### config.mk
export PLATFORM = sky130hd
export DESIGN_NAME = fb_scanout
export DESIGN_NICKNAME = d
export VERILOG_FILES = /design/src/rtl/video_pkg.sv /design/src/rtl/vga_timing.sv /design/src/rtl/fb_scanout.sv
export SDC_FILE = /design/constraint.sdc
export NUM_CORES = 1
export LEC_CHECK = 0
export CORE_UTILIZATION = 53
export DETAILED_ROUTE_END_ITERATION = 12
export PLACE_DENSITY = 0.81
export SLEW_MARGIN = 20
export SYNTH_ARGS = -nofsm -noshare
export SYNTH_HDL_FRONTEND = slang
export SYNTH_HIERARCHICAL = 1
export SYNTH_SLANG_ARGS = --single-unit
export TNS_END_PERCENT = 5
### constraint.sdc
create_clock -name clk_i -period 3.1 [get_ports clk_i]
set_input_delay 0.465 -clock clk_i [delete_from_list [all_inputs] [get_ports clk_i]]
set_output_delay 0.465 -clock clk_i [all_outputs]
set_load 0.01 [all_outputs]
### src/rtl/video_pkg.sv
// Shared 640x480@60 timing constants and RGB565 -> RGB888 colour expansion.
package video_pkg;

    localparam int unsigned H_ACTIVE = 640;
    localparam int unsigned H_FP     = 16;
    localparam int unsigned H_SYNC   = 96;
    localparam int unsigned H_BP     = 48;
    localparam int unsigned V_ACTIVE = 480;
    localparam int unsigned V_FP     = 10;
    localparam int unsigned V_SYNC   = 2;
    localparam int unsigned V_BP     = 33;

    localparam int unsigned H_TOTAL  = H_ACTIVE + H_FP + H_SYNC + H_BP;
    localparam int unsigned V_TOTAL  = V_ACTIVE + V_FP + V_SYNC + V_BP;
    localparam int unsigned CNT_W    = 10;

    typedef struct packed {
        logic [7:0] r;
        logic [7:0] g;
        logic [7:0] b;
    } rgb888_t;

    // Replicate the top bits into the low bits so full-scale maps to 8'hFF.
    function automatic rgb888_t rgb565_to_888(input logic [15:0] c);
        rgb888_t o;
        o.r = {c[15:11], c[15:13]};
        o.g = {c[10:5],  c[10:9]};
        o.b = {c[4:0],   c[4:2]};
        return o;
    endfunction

endpackage

### src/rtl/vga_timing.sv
// Free-running 800x525 raster counters with sync and active-video decode.
module vga_timing
    import video_pkg::*;
(
    input  logic             clk_i,
    input  logic             rst_i,
    output logic [CNT_W-1:0] hcnt,
    output logic [CNT_W-1:0] vcnt,
    output logic             hs_c,
    output logic             vs_c,
    output logic             de_c
);

    localparam logic [CNT_W-1:0] H_LAST   = CNT_W'(H_TOTAL - 1);
    localparam logic [CNT_W-1:0] V_LAST   = CNT_W'(V_TOTAL - 1);
    localparam logic [CNT_W-1:0] H_ACT    = CNT_W'(H_ACTIVE);
    localparam logic [CNT_W-1:0] V_ACT    = CNT_W'(V_ACTIVE);
    localparam logic [CNT_W-1:0] H_SYNC_S = CNT_W'(H_ACTIVE + H_FP);
    localparam logic [CNT_W-1:0] H_SYNC_E = CNT_W'(H_ACTIVE + H_FP + H_SYNC);
    localparam logic [CNT_W-1:0] V_SYNC_S = CNT_W'(V_ACTIVE + V_FP);
    localparam logic [CNT_W-1:0] V_SYNC_E = CNT_W'(V_ACTIVE + V_FP + V_SYNC);

    always_ff @(posedge clk_i or posedge rst_i) begin
        if (rst_i) begin
            hcnt <= '0;
            vcnt <= '0;
        end else if (hcnt == H_LAST) begin
            hcnt <= '0;
            vcnt <= (vcnt == V_LAST) ? '0 : vcnt + CNT_W'(1);
        end else begin
            hcnt <= hcnt + CNT_W'(1);
        end
    end

    assign hs_c = (hcnt >= H_SYNC_S) && (hcnt < H_SYNC_E);
    assign vs_c = (vcnt >= V_SYNC_S) && (vcnt < V_SYNC_E);
    assign de_c = (hcnt < H_ACT) && (vcnt < V_ACT);

endmodule

### src/rtl/fb_scanout.sv
// VRAM port-B scanout: 2x2 pixel-doubled framebuffer window over a border colour.
module fb_scanout
    import video_pkg::*;
#(
    parameter int unsigned FB_W   = 320,
    parameter int unsigned FB_H   = 200,
    parameter int unsigned H_OFF  = 0,
    parameter int unsigned V_OFF  = 40,
    parameter int unsigned ADDR_W = 17
) (
    input  logic              clk_i,
    input  logic              rst_i,
    output logic [ADDR_W-1:0] vga_addr,
    input  logic [15:0]       vga_data,
    input  logic [15:0]       border_color,
    output logic [7:0]        vga_r,
    output logic [7:0]        vga_g,
    output logic [7:0]        vga_b,
    output logic              vga_hs,
    output logic              vga_vs,
    output logic              vga_de,
    output logic              frame_start
);

    // One extra bit so counts left of the window wrap to values above its width.
    localparam int unsigned       REL_W     = CNT_W + 1;
    localparam logic [REL_W-1:0]  WIN_W     = REL_W'(2 * FB_W);
    localparam logic [REL_W-1:0]  WIN_H     = REL_W'(2 * FB_H);
    localparam logic [ADDR_W-1:0] LINE_STEP = ADDR_W'(FB_W);

    logic [CNT_W-1:0]  hcnt;
    logic [CNT_W-1:0]  vcnt;
    logic              hs_c;
    logic              vs_c;
    logic              de_c;
    logic [REL_W-1:0]  hrel_c;
    logic [REL_W-1:0]  vrel_c;
    logic              win_h_c;
    logic              win_v_c;
    logic              in_win_c;
    logic              last_line_c;
    logic              line_end_c;
    logic              frame0_c;
    logic [ADDR_W-1:0] fx;
    logic [ADDR_W-1:0] line_base;
    logic              hs_q1;
    logic              vs_q1;
    logic              de_q1;
    logic              win_q1;
    logic              fs_q1;
    rgb888_t           col_c;

    vga_timing u_timing (
        .clk_i (clk_i),
        .rst_i (rst_i),
        .hcnt  (hcnt),
        .vcnt  (vcnt),
        .hs_c  (hs_c),
        .vs_c  (vs_c),
        .de_c  (de_c)
    );

    // S0: window decode relative to the window origin
    assign hrel_c      = REL_W'(hcnt) - REL_W'(H_OFF);
    assign vrel_c      = REL_W'(vcnt) - REL_W'(V_OFF);
    assign win_h_c     = hrel_c < WIN_W;
    assign win_v_c     = vrel_c < WIN_H;
    assign in_win_c    = win_h_c && win_v_c;
    assign last_line_c = vrel_c == (WIN_H - REL_W'(1));
    assign line_end_c  = hcnt == CNT_W'(H_TOTAL - 1);
    assign frame0_c    = (hcnt == '0) && (vcnt == '0);

    // Column index advances after the second copy of each doubled pixel.
    always_ff @(posedge clk_i or posedge rst_i) begin
        if (rst_i)
            fx <= '0;
        else if (!win_h_c)
            fx <= '0;
        else if (hrel_c[0])
            fx <= fx + ADDR_W'(1);
    end

    // Row base steps once per doubled line pair; frozen on the final line so it never reaches FB_W*FB_H.
    always_ff @(posedge clk_i or posedge rst_i) begin
        if (rst_i)
            line_base <= '0;
        else if (vcnt == '0)
            line_base <= '0;
        else if (line_end_c && win_v_c && vrel_c[0] && !last_line_c)
            line_base <= line_base + LINE_STEP;
    end

    assign vga_addr = in_win_c ? (line_base + fx) : line_base;

    // S1: align control with the VRAM read data
    always_ff @(posedge clk_i or posedge rst_i) begin
        if (rst_i) begin
            hs_q1  <= 1'b0;
            vs_q1  <= 1'b0;
            de_q1  <= 1'b0;
            win_q1 <= 1'b0;
            fs_q1  <= 1'b0;
        end else begin
            hs_q1  <= hs_c;
            vs_q1  <= vs_c;
            de_q1  <= de_c;
            win_q1 <= in_win_c;
            fs_q1  <= frame0_c;
        end
    end

    always_comb begin
        col_c = '0;
        if (de_q1)
            col_c = win_q1 ? rgb565_to_888(vga_data) : rgb565_to_888(border_color);
    end

    // S2: registered outputs
    always_ff @(posedge clk_i or posedge rst_i) begin
        if (rst_i) begin
            vga_r       <= '0;
            vga_g       <= '0;
            vga_b       <= '0;
            vga_hs      <= 1'b0;
            vga_vs      <= 1'b0;
            vga_de      <= 1'b0;
            frame_start <= 1'b0;
        end else begin
            vga_r       <= col_c.r;
            vga_g       <= col_c.g;
            vga_b       <= col_c.b;
            vga_hs      <= hs_q1;
            vga_vs      <= vs_q1;
            vga_de      <= de_q1;
            frame_start <= fs_q1;
        end
    end

endmodule

; ---- Word level (Yosys, flattened, before mapping)
; Index checks and enable logic that the tools add are counted.
[word_totals]
output_inout_bits = 45
wordCells = 55
reg_bits = 87
[classes]
mux = 9
n_reduce_logical = 12
addsub = 6
eq_ne = 4
n_lt_le_gt_ge = 8
[op_table]
columns = op, n
row1 = $mux 17, 5
row2 = $mux 24, 2
row3 = $lt 10x10->1 const B, 3
row4 = $add 10x1->10 const B, 2
row5 = $eq 10x10->1 const B, 2
row6 = $logic_not 10->1, 2
row7 = $lt 10x9->1 const B, 2
row8 = $mux 10, 2
row9 = $add 17x1->17 const B, 1
row10 = $add 17x17->17, 1
row11 = $add 17x9->17 const B, 1
row12 = $eq 11x9->1 const B, 1
row13 = $lt 11x9->1 const B, 1
row14 = $sub 10x6->11 const B, 1
row15 = $ge 10x10->1 const B, 1
row16 = $ge 10x9->1 const B, 1
row17 = $logic_and 1x1->1, 8
row18 = $ne 2x1->1 const B, 1
row19 = $reduce_bool 2->1, 1
row20 = $logic_not 1->1, 1

; ---- Logic depth before layout (Yosys ltp)
[depth]
word_depth = 7
ltp_mapped = 9

; ---- By module
; Netlist, hierarchy kept.
[modules_own_cells]
columns = module, cells_each, n_inst, seq_area_each_um2, area_per_inst_um2
row1 = fb_scanout, 346, 1, 1326.3, 3219.3
row2 = vga_timing, 109, 1, 500.5, 1109.8

; ---- Worst setup path after synthesis
; No wires, ideal clock.
[synth_path]
path_type = register -> output
from = register u_timing.vcnt[6]
to = output vga_addr[14]
path_buffers = 1
arrival_ps = 2123
setup_slack_ps = 512
stages_incl_launch_ff = 7
path_cell_list = dfrtp_1 > or3_1 > buf_2 > o21a_4 > nor3_2 > nand2_1 > o41ai_1
[synth_between]
elab_chain_cells = 4
[synth_lines]
columns = item, line_no
row1 = from (decl), vga_timing.sv:8  ; output logic [CNT_W-1:0] vcnt,
row2 = from (signal assigned), vga_timing.sv:29  ; vcnt <= (vcnt == V_LAST) ? '0 : vcnt + CNT_W'(1);
row3 = $sub 10x6->11, fb_scanout.sv:65  ; assign vrel_c = REL_W'(vcnt) - REL_W'(V_OFF);
row4 = $lt 11x9->1, fb_scanout.sv:67  ; assign win_v_c = vrel_c < WIN_H;
row5 = $logic_and 1x1->1, fb_scanout.sv:68  ; assign in_win_c = win_h_c && win_v_c;
row6 = $mux 17, fb_scanout.sv:93  ; assign vga_addr = in_win_c ? (line_base + fx) : line_base;
row7 = to (decl), fb_scanout.sv:13  ; output logic [ADDR_W-1:0] vga_addr,
; No other way between the ends.

; ---- Worst setup path in the final report
[layout_path]
from = register line_base[7]
to = output vga_addr[16]
[layout_between]
elab_chain_cells = 2
[layout_lines]
columns = item, line_no
row1 = from (decl), fb_scanout.sv:45  ; logic [ADDR_W-1:0] line_base;
row2 = from (signal assigned), fb_scanout.sv:90  ; line_base <= line_base + LINE_STEP;
row3 = $add 17x17->17, fb_scanout.sv:93
row4 = $mux 17, fb_scanout.sv:93
; No other way between the ends.

==> qor.yml <==
outcome:
  status: "finished, violations left"
  violations: "setup timing"
power_and_ir_drop:
  netSwitchingFraction_pct: 23.95
  p_seq_share_pct: 54.4
  p_switching_w: 0.0004251
  irDropWorstVdd_mv: 0.2196
  p_leak_nw: 2.483
  p_int_w: 0.001350
  power_frac_clock_pct: 39.0
  combPwrFrac_pct: 6.6
  powerDensity_nw_per_um2: 317.6
sta:
  maxSlewViolCount: 0
  fin_setup_tns_ps: -5.912
  clock_skew_ps: 11.40
  rsz0062_at_grt: "yes"
  max_freq_ghz: 0.3220
  worst_pin_slew_ps: 959.4
  relSlewSlack_pct: 35.45
  finalHoldViolations: 0
  setup_ws_ps: -5.912
  setup_viol: 1
  post-route-period-util_pct: 100.2
  timing.hold.ws_ps: 351.7
  min_period_ps: 3106
grt:
  grt_remaining_overflow: 0
  grt_max_degree: 28
  grt_pass1_wl_mm: 17.47
  antenna_found_initial: 0
  track_usage_pct: 26.13
  first_global_vias: 3678
synthesis:
  synth_top_area_cell: "dfrtp_1"
  async_reset_ff_share_pct: 100.0
  ys_types: 59
  ys_warn_count: 6
  avgSynthCellArea_sq_um: 9.515
  ys_ff_latch: 73
  synth.most_common_cell: "dfrtp_1"
  synth.top_cells.by_count: "dfrtp_1, nor2_1, nand2_1"
  synth_nets: 508
  synth_edf_count: 0
  yosys.area.top_type_share_pct: 42.20
  seq_area_frac_synth_pct: 42.20
  synth_top_flop_cell: "dfrtp_1"
  synthesis.area_sq_um: 4329
  synth_area_leaders: "dfrtp_1, ha_1, xor2_1"
  netlist_instances: 455
worst_setup_path:
  path_cells: "ha_1, a21o_1, o21bai_1, a211oi_2, buf_4, o2111ai_1, o31ai_2, xor2_1, clkdlybuf4s15_1"
  endpoint_kind: "output port"
  cp_data_required_time_ps: 2630
  cp_slowest_cell: "dfrtp_1"
  critPathArrivalTime_ps: 2640
  cp_max_fo: 3
  critical_path.startpoint_type: "flip-flop"
  slowest_delay_ps: 400
  worstSetupPathType: "flip-flop to output port"
cells_and_area:
  post-route-util_pct: 71.57
  final_net_count: 606
  antenna_cells: 0
  drive_gt1_share_pct: 15.23
  syn2layout_area_growth_pct: 29.08
  fillCellCount: 582
cts:
  worstSkewPairLatency_ps: 360
  clock_path_buffers: 2
  tritoncts: "yes"
  cts_buffers: 9
  clock_sink_count: 73
  root_buffer: "clkbuf_8"
  cts-htree-levels: 3
  clk_pin_slew_worst_paths_ps: 80
route:
  finalWirelength_mm: 10.60
  drc: 0
  drtIter0Drc: 267
  wire_per_inst_um: 16.06
  dr.pass1.iters: 5
  ant_nets: 0
  vias: 3766
  via_per_inst: 5.706
floorplan:
  dieArea_sq_um: 8534
  chipWidth_um: 92.38
  pin_count: 79
  die_y_um: 92.38
  num_rows: 32
  core_area_sq_um: 7807
  initial_utilization_pct: 55.45
flow_run:
  drv_cap: 0
placement:
  dp_worst_setup_slack_ps: -13.61
  place.gp.congestion: 0.9048
  numPortBuffers: 78
  dp_hpwl_mm: 7.624
min_path:
  hold_path_class: "flip-flop to flip-flop"
[cells by family after synthesis]
| logic type | count (synthesis) | share of synthesized area (%) |
|---|---|---|
| AO/OA/AOI/OAI | 80 | 11.91 |
| XOR/XNOR | 39 | 7.890 |
| adder cells (fa/ha/maj) | 19 | 5.491 |
| buffers and inverters | 36 | 4.104 |
| flip-flops | 73 | 42.20 |
| multiplexers | 18 | 4.162 |
| other | 1 | 0.08662 |
| AND/OR/NAND/NOR | 189 | 24.16 |
[critical path: cells and delay by family, from the launching register on]
family	cells	cell delay, ps
AOI/OAI and AO/OA	5	880
buffers and inverters	2	430
DFF	1	400
adders and majority gates	1	320
xor gates and xnor gates	1	230
[power by group through the flow]
stage	logic, W	registers (W)	clock network (W)
2_1_floorplan	0.0000352	0.000991	0
3_3_place_gp	0.000117	0.000984	0
5_1_grt	0.000127	0.000967	0.000750
6_report	0.000117	0.000966	0.000692
3_5_place_dp	0.000119	0.000985	0
4_1_cts	0.000119	0.000966	0.000704
[final timing paths]
kind                             startpoint          endpoint  depth (start not counted)  slack, ps
setup / recovery               line_base[7]      vga_addr[16]                          9         -6
hold / removal                        vs_q1            vga_vs                          0        350
setup reg to reg           u_timing/hcnt[7]     line_base[15]                          6        570
hold reg to reg                       vs_q1            vga_vs                          0        350
max in group asynchronous             rst_i  u_timing/vcnt[5]                          2       2000
min in group asynchronous             rst_i            vga_vs                          2        510
[cell usage in the layout (no fill, tap or decap), types with 4 or more instances in the layout]
cell and count:
dfrtp_1 73, clkdlybuf4s50_1 61, nor2_1 42, nand2_1 39, buf_4 27, xor2_1 25
nor2b_1 19, mux2i_1 18, ha_1 18, nand3_1 17, xnor2_1 14, o21ai_0 14
a21oi_1 13, inv_1 13, o21ai_1 13, nand4_1 12, or3_1 10, clkbuf_8 10
and3_1 9, clkbuf_2 9, nor3_1 8, o211ai_1 7, nand3b_1 4, a21o_1 4
[stage by stage]
| step | instance area (sq um) | cells | total power [W] |
|---|---|---|---|
| finish | 5588 | 660 | 0.001775 |
| global route | 5588 | 660 | 0.001844 |
| CTS | 5549 | 659 | 0.001789 |
| detailed placement | 5351 | 642 | 0.001104 |
| global placement | 5351 | 642 | 0.001101 |
| floorplan | 4329 | 455 | 0.001026 |
[routing by layer]
layer,GRT usage (%),vias up,part of all wire [%]
li1,-,1803,-
met1,32.87,1815,42
met2,43.83,125,49
met3,5.829,23,6.2
met4,9.896,0,2.3
met5,0,-,0
[flip-flops by register name (all words and copies together) (netlist names), 5 cells and up]
signal         flops
line_base         11
vga_g              6
fx                17
u_timing/hcnt     10
u_timing/vcnt     10
vga_r              5
vga_b              5
[repair_timing]
action                                 CTS  global route
gates resized for setup                 22            33
gates cloned                             0             1
endpoints found under the hold margin    0             0
buffers inserted                         1             0
setup endpoints to repair               17            14
pin swaps                                1             4
hold buffers                             0             0
[layout make-up]
type,instances,area [sq um],share of cell area [%]
Inverter,15,56.30,1.008
Multi-Input combinational cell,346,2389,42.75
Clock buffer,11,141.4,2.530
Timing Repair Buffer,108,1007,18.03
Tap cell,102,127.6,2.284
Clock inverter,5,40.04,0.7165
Sequential cell,73,1827,32.69
(Power assumes the default switching activity.)
